### src/rtl/sound_event_scheduler.sv
// sound_event_scheduler: captures game events as pending requests, grants them
// by fixed priority (bad > good > dir) and sequences tone / gap timing for the
// downstream sound_generator. Tracks a user mute toggled by the button.
// Define SOUND_MELODY_EN to play a second note (TONE_BAD2) after a bad grant.
module sound_event_scheduler #(
  parameter int         TICK_DIV  = 10000,
  parameter int         DUR_GOOD  = 100,
  parameter int         DUR_BAD   = 200,
  parameter int         DUR_DIR   = 30,
  parameter int         GAP_TICKS = 5,
  parameter logic [7:0] TONE_GOOD = 8'd40,
  parameter logic [7:0] TONE_BAD  = 8'd200,
  parameter logic [7:0] TONE_BAD2 = 8'd240,
  parameter logic [7:0] TONE_DIR  = 8'd20
) (
  input  logic       clk,
  input  logic       rst,
  input  logic       goodColl_i,
  input  logic       badColl_i,
  input  logic       button_i,
  input  logic [3:0] direction_i,
  output logic [7:0] tone_o,
  output logic       play_o,
  output logic       mute_o,
  output logic [2:0] pending_o
);

  localparam int PW = (TICK_DIV > 1) ? $clog2(TICK_DIV) : 1;
  localparam int DW = 16;

`ifdef SOUND_MELODY_EN
  typedef enum logic [1:0] {IDLE, PLAY, GAP, PLAY2} state_t;
`else
  typedef enum logic [1:0] {IDLE, PLAY, GAP} state_t;
`endif

  typedef enum logic [1:0] {SRC_DIR, SRC_GOOD, SRC_BAD} src_t;

  logic          good_q, bad_q, btn_q;
  logic [3:0]    dir_q;
  logic          good_ev, bad_ev, btn_ev, dir_ev;
  logic [2:0]    ev, grant, pend_n;
  state_t        state, state_n;
  src_t          src, src_n;
  logic [PW-1:0] presc, presc_n;
  logic [DW-1:0] dur_cnt, dur_n;
  logic          tick, last_tick;
  logic [7:0]    tone_n;
  logic          play_n;

  // A programmed duration of 0 behaves as 1 tick.
  function automatic logic [DW-1:0] dur_ticks(input int d);
    return (d < 1) ? DW'(1) : DW'(d);
  endfunction

  function automatic logic [2:0] pick(input logic [2:0] p);
    if (p[2])      return 3'b100;
    else if (p[1]) return 3'b010;
    else if (p[0]) return 3'b001;
    else           return 3'b000;
  endfunction

  function automatic src_t src_of(input logic [2:0] g);
    if (g[2])      return SRC_BAD;
    else if (g[1]) return SRC_GOOD;
    else           return SRC_DIR;
  endfunction

  function automatic logic [DW-1:0] src_dur(input src_t s);
    case (s)
      SRC_BAD:  return dur_ticks(DUR_BAD);
      SRC_GOOD: return dur_ticks(DUR_GOOD);
      default:  return dur_ticks(DUR_DIR);
    endcase
  endfunction

  assign good_ev   = goodColl_i & ~good_q;
  assign bad_ev    = badColl_i & ~bad_q;
  assign btn_ev    = button_i & ~btn_q;
  assign dir_ev    = (direction_i != dir_q) && (direction_i != '0);
  assign ev        = {bad_ev, good_ev, dir_ev};
  assign tick      = (presc == PW'(TICK_DIV - 1));
  assign last_tick = tick && (dur_cnt <= DW'(1));

  // Previous-value registers for the input edge detectors.
  always_ff @(posedge clk or posedge rst) begin
    if (rst) begin
      good_q <= 1'b0;
      bad_q  <= 1'b0;
      btn_q  <= 1'b0;
      dir_q  <= '0;
    end else begin
      good_q <= goodColl_i;
      bad_q  <= badColl_i;
      btn_q  <= button_i;
      dir_q  <= direction_i;
    end
  end

  // Set beats grant on the same bit; muting clears and blocks all requests.
  assign pend_n = mute_o ? '0 : ((pending_o & ~grant) | ev);

  // Mute toggle and pending request flags.
  always_ff @(posedge clk or posedge rst) begin
    if (rst) begin
      mute_o    <= 1'b0;
      pending_o <= '0;
    end else begin
      if (btn_ev) mute_o <= ~mute_o;
      pending_o <= pend_n;
    end
  end

  // State, granted source, duration counter and prescaler registers.
  always_ff @(posedge clk or posedge rst) begin
    if (rst) begin
      state   <= IDLE;
      src     <= SRC_DIR;
      dur_cnt <= '0;
      presc   <= '0;
    end else begin
      state   <= state_n;
      src     <= src_n;
      dur_cnt <= dur_n;
      presc   <= presc_n;
    end
  end

  // Next-state, grant selection and duration bookkeeping.
  // A grant available when the gap expires goes straight to PLAY, so the
  // silence between sounds is exactly GAP_TICKS ticks.
  always_comb begin
    state_n = state;
    src_n   = src;
    dur_n   = dur_cnt;
    grant   = '0;
    if (mute_o) begin
      state_n = IDLE;
    end else begin
      case (state)
        IDLE: begin
          grant = pick(pending_o);
        end
        PLAY: begin
          if (pending_o[2] && (src != SRC_BAD)) begin
            grant = 3'b100;
          end else if (last_tick) begin
            state_n = GAP;
            dur_n   = dur_ticks(GAP_TICKS);
`ifdef SOUND_MELODY_EN
            if (src == SRC_BAD) begin
              state_n = PLAY2;
              dur_n   = dur_ticks(DUR_BAD);
            end
`endif
          end else if (tick) begin
            dur_n = dur_cnt - DW'(1);
          end
        end
`ifdef SOUND_MELODY_EN
        PLAY2: begin
          if (last_tick) begin
            state_n = GAP;
            dur_n   = dur_ticks(GAP_TICKS);
          end else if (tick) begin
            dur_n = dur_cnt - DW'(1);
          end
        end
`endif
        GAP: begin
          if (last_tick) begin
            grant   = pick(pending_o);
            state_n = IDLE;
          end else if (tick) begin
            dur_n = dur_cnt - DW'(1);
          end
        end
        default: begin
          state_n = IDLE;
        end
      endcase
      if (grant != '0) begin
        state_n = PLAY;
        src_n   = src_of(grant);
        dur_n   = src_dur(src_of(grant));
      end
    end
  end

  // Prescaler restarts on every transition, including a preempting restart.
  assign presc_n = (tick || (state_n != state) || (grant != '0)) ? '0 : presc + PW'(1);

  // Next output values derived from the upcoming state.
  always_comb begin
    tone_n = '0;
    play_n = 1'b0;
    case (state_n)
      PLAY: begin
        play_n = 1'b1;
        case (src_n)
          SRC_BAD:  tone_n = TONE_BAD;
          SRC_GOOD: tone_n = TONE_GOOD;
          default:  tone_n = TONE_DIR;
        endcase
      end
`ifdef SOUND_MELODY_EN
      PLAY2: begin
        play_n = 1'b1;
        tone_n = TONE_BAD2;
      end
`endif
      default: begin
        tone_n = '0;
        play_n = 1'b0;
      end
    endcase
  end

  // Registered tone and play outputs.
  always_ff @(posedge clk or posedge rst) begin
    if (rst) begin
      tone_o <= '0;
      play_o <= 1'b0;
    end else begin
      tone_o <= tone_n;
      play_o <= play_n;
    end
  end

endmodule

### config.mk
export PLATFORM = sky130hd
export DESIGN_NAME = sound_event_scheduler
export DESIGN_NICKNAME = d
export VERILOG_FILES = /design/src/rtl/sound_event_scheduler.sv
export SDC_FILE = /design/constraint.sdc
export NUM_CORES = 1
export LEC_CHECK = 0
export BUFFER_PORTS_ARGS = -buffer_cell sky130_fd_sc_hd__buf_2
export CAP_MARGIN = 20
export CORE_AREA = 3 3 78 80
export DETAILED_ROUTE_END_ITERATION = 10
export DIE_AREA = 0 0 81 83
export HOLD_SLACK_MARGIN = 0.02
export PLACE_DENSITY = 0.74
export RECOVER_POWER = 25
export REMOVE_ABC_BUFFERS = 1
export SLEW_MARGIN = 30
export SYNTH_ARGS = -nofsm -noshare
export SYNTH_HDL_FRONTEND = slang
export SYNTH_SLANG_ARGS = --single-unit
### constraint.sdc
create_clock -name clk -period 2.5 [get_ports clk]
set_clock_uncertainty 0.2 [all_clocks]
set_input_delay 0.375 -clock clk [delete_from_list [all_inputs] [get_ports clk]]
set_output_delay 0.375 -clock clk [all_outputs]
set_load 0.02 [all_outputs]
# ---- Word-level counts from Yosys, hierarchy flattened
# Cells that the tools add are included.
dict set report op_classes {
  add_sub_neg 2
  multipliers 0
  div_mod_pow 0
  magnitude_cmp 1
  n_eq_ne 13
  shift 0
  mux 32
  bitwise_logic 10
  n_reduce_logical 11
}
# operator count
set op_table {}
lappend op_table {{16-bit two-way mux} 5}
lappend op_table {{16-bit one-hot mux with 2 select lines} 1}
lappend op_table {{8-bit one-hot mux with 2 select lines} 2}
lappend op_table {{2-bit two-way mux} 11}
lappend op_table {{3-bit two-way mux} 6}
lappend op_table {{16-bit by 1-bit <= comparator with 1-bit output (second input constant)} 1}
lappend op_table {{16-bit by 1-bit subtractor with 16-bit output (second input constant)} 1}
lappend op_table {{14-bit by 1-bit adder with 14-bit output (second input constant)} 1}
lappend op_table {{14-bit equality test (second input constant)} 1}
lappend op_table {{14-bit two-way mux} 1}
lappend op_table {{3-bit one-hot mux with 3 select lines} 1}
lappend op_table {{3-bit nonzero test} 3}
lappend op_table {{2-bit by 1-bit equality test with 1-bit output (second input constant)} 4}
lappend op_table {{8-bit two-way mux} 1}
lappend op_table {{2-bit equality test (second input constant)} 3}
lappend op_table {{3-bit != test (second input constant)} 2}
lappend op_table {{2-bit one-hot mux with 3 select lines} 1}
lappend op_table {{4-bit != test} 1}
lappend op_table {{1-bit inverter} 4}
lappend op_table {{4-bit AND reduction} 1}
lappend op_table {{4-bit nonzero test} 1}
lappend op_table {{1-bit AND} 3}
lappend op_table {{3-bit AND} 1}
lappend op_table {{1-bit logical AND} 3}
lappend op_table {{other kinds (7)} 10}
dict set report word_totals {
  regBits 54
  latch_bits 0
  ramBits 0
  rom_bits 0
  mem_count 0
}

# ---- Longest topological paths before layout
dict set report depth {
  ltp_word 13
  ltp_mapped 11
}

# ---- Least setup slack after synthesis
# No wires, ideal clock.
dict set report synth_path {
  kind {register to register}
  startpoint {register presc[0]}
  endpoint {register tone_o[3]}
  setup_ns 0.118
  arrival_ns 2.285
  slack_ns -0.103
  stages_incl_launch_ff 12
  n_path_buf 2
  period_less_slack_ns 2.603
  cell_sequence {dfrtp_1 ha_1 and3_1 clkbuf_2 and4_1 buf_2 nand3_2 a2111o_1 nor2_1 a21oi_1 ha_1 and2b_1}
}
dict set report synth_between {
  elab_chain_cells 12
}
# element line
set synth_rtl {}
lappend synth_rtl {{from (decl)} 45} ;# logic [PW-1:0] presc, presc_n;
lappend synth_rtl {{from (signal assigned)} 125} ;# presc <= presc_n;
lappend synth_rtl {{14-bit equality test (*)} 82} ;# assign tick = (presc == PW'(TICK_DIV - 1));
lappend synth_rtl {{1-bit logical AND (*)} 83} ;# assign last_tick = tick && (dur_cnt <= DW'(1));
lappend synth_rtl {{3-bit two-way mux} 171} ;# if (last_tick) begin
lappend synth_rtl {{3-bit one-hot mux with 3 select lines} 140} ;# case (state)
lappend synth_rtl {{3-bit two-way mux} 137} ;# if (mute_o) begin
lappend synth_rtl {{1-bit two-way mux} 65} ;# else if (g[1]) return SRC_GOOD;
lappend synth_rtl {{2-bit two-way mux} 64} ;# if (g[2]) return SRC_BAD;
lappend synth_rtl {{2-bit two-way mux} 182} ;# if (grant != '0) begin
lappend synth_rtl {{2-bit two-way mux} 137}
lappend synth_rtl {{2-bit by 1-bit equality test with 1-bit output or 2-bit equality test (tied branches)} 200} ;# case (src_n)
lappend synth_rtl {{8-bit one-hot mux with 2 select lines} 200}
lappend synth_rtl {{8-bit two-way mux (*)} 197} ;# case (state_n)
lappend synth_rtl {{named net tone_n[3]} 48} ;# logic [7:0] tone_n;
lappend synth_rtl {{to (signal assigned)} 225} ;# tone_o <= tone_n;
lappend synth_rtl {{to (decl)} 22} ;# output logic [7:0] tone_o,
# Mark *: on every way through the listed nets, which the timed path passes. The rest lies on a longest branch. The select of a mux whose other input is x is not followed.
# A chain may end at the register's enable or synchronous reset.

# ---- Final worst setup path
dict set report layout_path {
  startpoint {register presc[4]}
  endpoint {register tone_o[3]}
}
# The elaborated chain is that of the path after synthesis.

==> out/metrics.yaml <==
outcome: "finished, violations left"
failed_checks: "setup timing"
syn2layout_area_growth_pct: 33.3
p_leak_nw: 1.67
syn_inst: 307
rows: 27
setup-violations-final: 5
cts_buffers: 5
dieWidth_um: 81
drc: 0
path_max_fanout: 2
cts_tree: "built"
grt_max_degree: 29
end_kind: "flip-flop"
hpwl_um: 5310
num_antenna_cells: 0
ys_top_cells_by_area: "dfrtp_1 43%, nor2_1 4.1%, xnor2_1 3.6%, a21oi_1 3.4%, nor3_1 3.1%"
worstSetupStartpointType: "flip-flop"
slew_violations: 0
fillCellCount: 399
regArea_um2: 1250
vias: 2709
initial_core_util_pct: 53.2
fin_crit_sh_pct: 104
cts_root_buf: "clkbuf_8"
io_pins: 22
vias_per_cell: 5.84
yosysTopAreaCellShare_pct: 42.9
r2r-end: "tone_o[3]$_DFF_PP0_"
grtUsageTotal_pct: 24.1
min_period_ns: 2.60
coreArea_um2: 5470
holdCritPathClass: "flip-flop to flip-flop"
yosysMostFrequentCell: "dfrtp_1"
power_density_nw_per_um2: 983
tightest_slew_ns: 1.06
gr-total-overflow: 0
ant_nets: 0
synth_area_um2: 2910
path_class: "flip-flop to flip-flop"
yosys_register_bits: 50
cap_violations: 0
drt-total-wl_um: 7950
peakVddDrop_v: 0.000745
yosysWarnings: 0
ys.flop_type: "dfrtp_1"
clkTransAtPathRegs_ns: 0.09
multi_input_area_um2: 1630
finalPower_mw: 3.82
antenna_found_initial: 0
insertion_delay_ns: 0.31
rsz0062_at_grt: "yes"
worstPathArrival_ns: 2.60
ff2ff_path_depth: 9
worst-r2r-setup-slack_ns: -0.10
clk_path_buf_depth: 2
synthTopCellsByCount: "50 x dfrtp_1, 32 x nor2_1, 23 x nand2_1"
finalHoldViolCount: 0
tns_ns: -0.276
required_ns: 2.50
worstReg2RegStart: "presc[4]$_DFF_PP0_"
synth.distinct_cells: 65
nets: 405
wl_per_cell_um: 17.1
die_h_um: 83
syn_area_per_cell_um2: 9.49
fmax_mhz: 384
grt_pass1_wl_um: 12800
async_flop_share_pct: 100
htree_levels: 2
synth-edff-count: 0
hold_end: "dur_cnt[15]$_DFFE_PP0P_"
max_slew_margin_pct: 29.6
cts_sinks: 50
fin_hold_ws_ns: 0.319
hp-start: "dur_cnt[15]$_DFFE_PP0P_"
seq_area_frac_synth_pct: 42.9
min_path_cells: 1
synth_top_cell_by_area: "dfrtp_1"
grt_pass1_vias: 2653
die_area_um2: 6720
drive_gt1_share_pct: 33.7
io_buffers: 19
layout_setup_ws_ns: -0.102
routabilityCongestion: 0.933
drt-initial-drc-count: 203
firstDrtPassIters: 4
-- layout by cell type, fill, tap and decap left out, drive strengths merged, types with 8 or more instances in the layout --
cell,count
a21oi,22
buf,81
clkbuf,11
dfrtp,50
dlygate4sd3,8
inv,14
nand2,24
nand3,9
nor2,33
nor3,20
nor4,10
o21ai,11
xnor2,12
-- worst max path at each step --
stage,cells after the start,slack (ns),startpoint,endpoint
floorplan,9,-0.26,presc[0]$_DFF_PP0_,tone_o[3]$_DFF_PP0_
CTS,9,-0.06,presc[5]$_DFF_PP0_,tone_o[3]$_DFF_PP0_
detailed placement,9,-0.03,presc[7]$_DFF_PP0_,tone_o[4]$_DFF_PP0_
finish,9,-0.10,presc[4]$_DFF_PP0_,tone_o[3]$_DFF_PP0_
global placement,9,-0.02,presc[7]$_DFF_PP0_,tone_o[3]$_DFF_PP0_
global route,8,-0.18,dur_cnt[5]$_DFFE_PP0P_,tone_o[3]$_DFF_PP0_
-- timing repair --
action                                 in CTS  in global routing
buffers inserted                            6                  5
pin swaps                                   6                 20
hold buffers                                8                  0
endpoints found under the hold margin      34                  0
setup endpoints to repair                  16                 33
resized for setup                           7                 32
-- power by group --
part	switching, mW	total, mW	internal (mW)	leakage (nW)
Clock	0.281	0.682	0.401	0.0683
Combinational	1.15	2.03	0.882	0.942
Sequential	0.152	1.11	0.958	0.656
Total	1.58	3.82	2.24	1.67
-- through the flow --
stage / util [%] / instances / setup slack (ns) / instance area, um2
final: 71.0 / 464 / -0.102 / 3880
after global routing: 71.0 / 464 / -0.175 / 3880
after CTS: 68.1 / 461 / -0.0606 / 3720
after detailed placement: 62.9 / 439 / -0.0326 / 3440
after global placement: 62.9 / 439 / -0.0218 / 3440
after floorplan: - / 289 / -0.265 / 2790
-- layout make-up --
cell class                      instances  share of cell area (%)
Sequential cell                        50                    32.2
Inverter                               14                    1.35
Clock buffer                            5                    1.77
Tap cell                               72                    2.32
Clock inverter                          3                    1.77
Multi-Input combinational cell        225                    42.0
Timing Repair Buffer                   95                    18.6
-- routing by layer --
metal  vias up  share of wire (%)  track usage (%)
met5         -                  0                0
met4         0                2.5             7.07
met3        25                5.4             4.45
met2        90                 49             38.9
met1      1335                 43             32.6
li1       1259                  -                -
-- flip-flops by register name (all words and copies together), names as in the netlist --
name and count:
pending_o 3, mute_o 1, src 2, good_q 1, tone_o 4, bad_q 1, play_o 1, btn_q 1
state 2, dir_q 4, presc 14, dur_cnt 16
-- critical path, cell delays in order, from the launching register on --
cell      delay, ns
dfrtp_1        0.42
nor4b_4        0.33
buf_4          0.17
and4_4         0.21
nand3_4        0.07
a2111o_1       0.40
nor2_2         0.17
a21oi_2        0.05
ha_1           0.29
and2b_1        0.18
-- logic make-up after synthesis --
logic type | synth area share [%]
AND/OR/NAND/NOR | 24.6
other | 0.129
buffers and inverters | 6.23
AO/OA/AOI/OAI | 18.5
XOR/XNOR | 5.11
multiplexers | 0.344
flip-flops | 42.9
adder cells (fa/ha/maj) | 2.15
(Power assumes the default switching activity.)
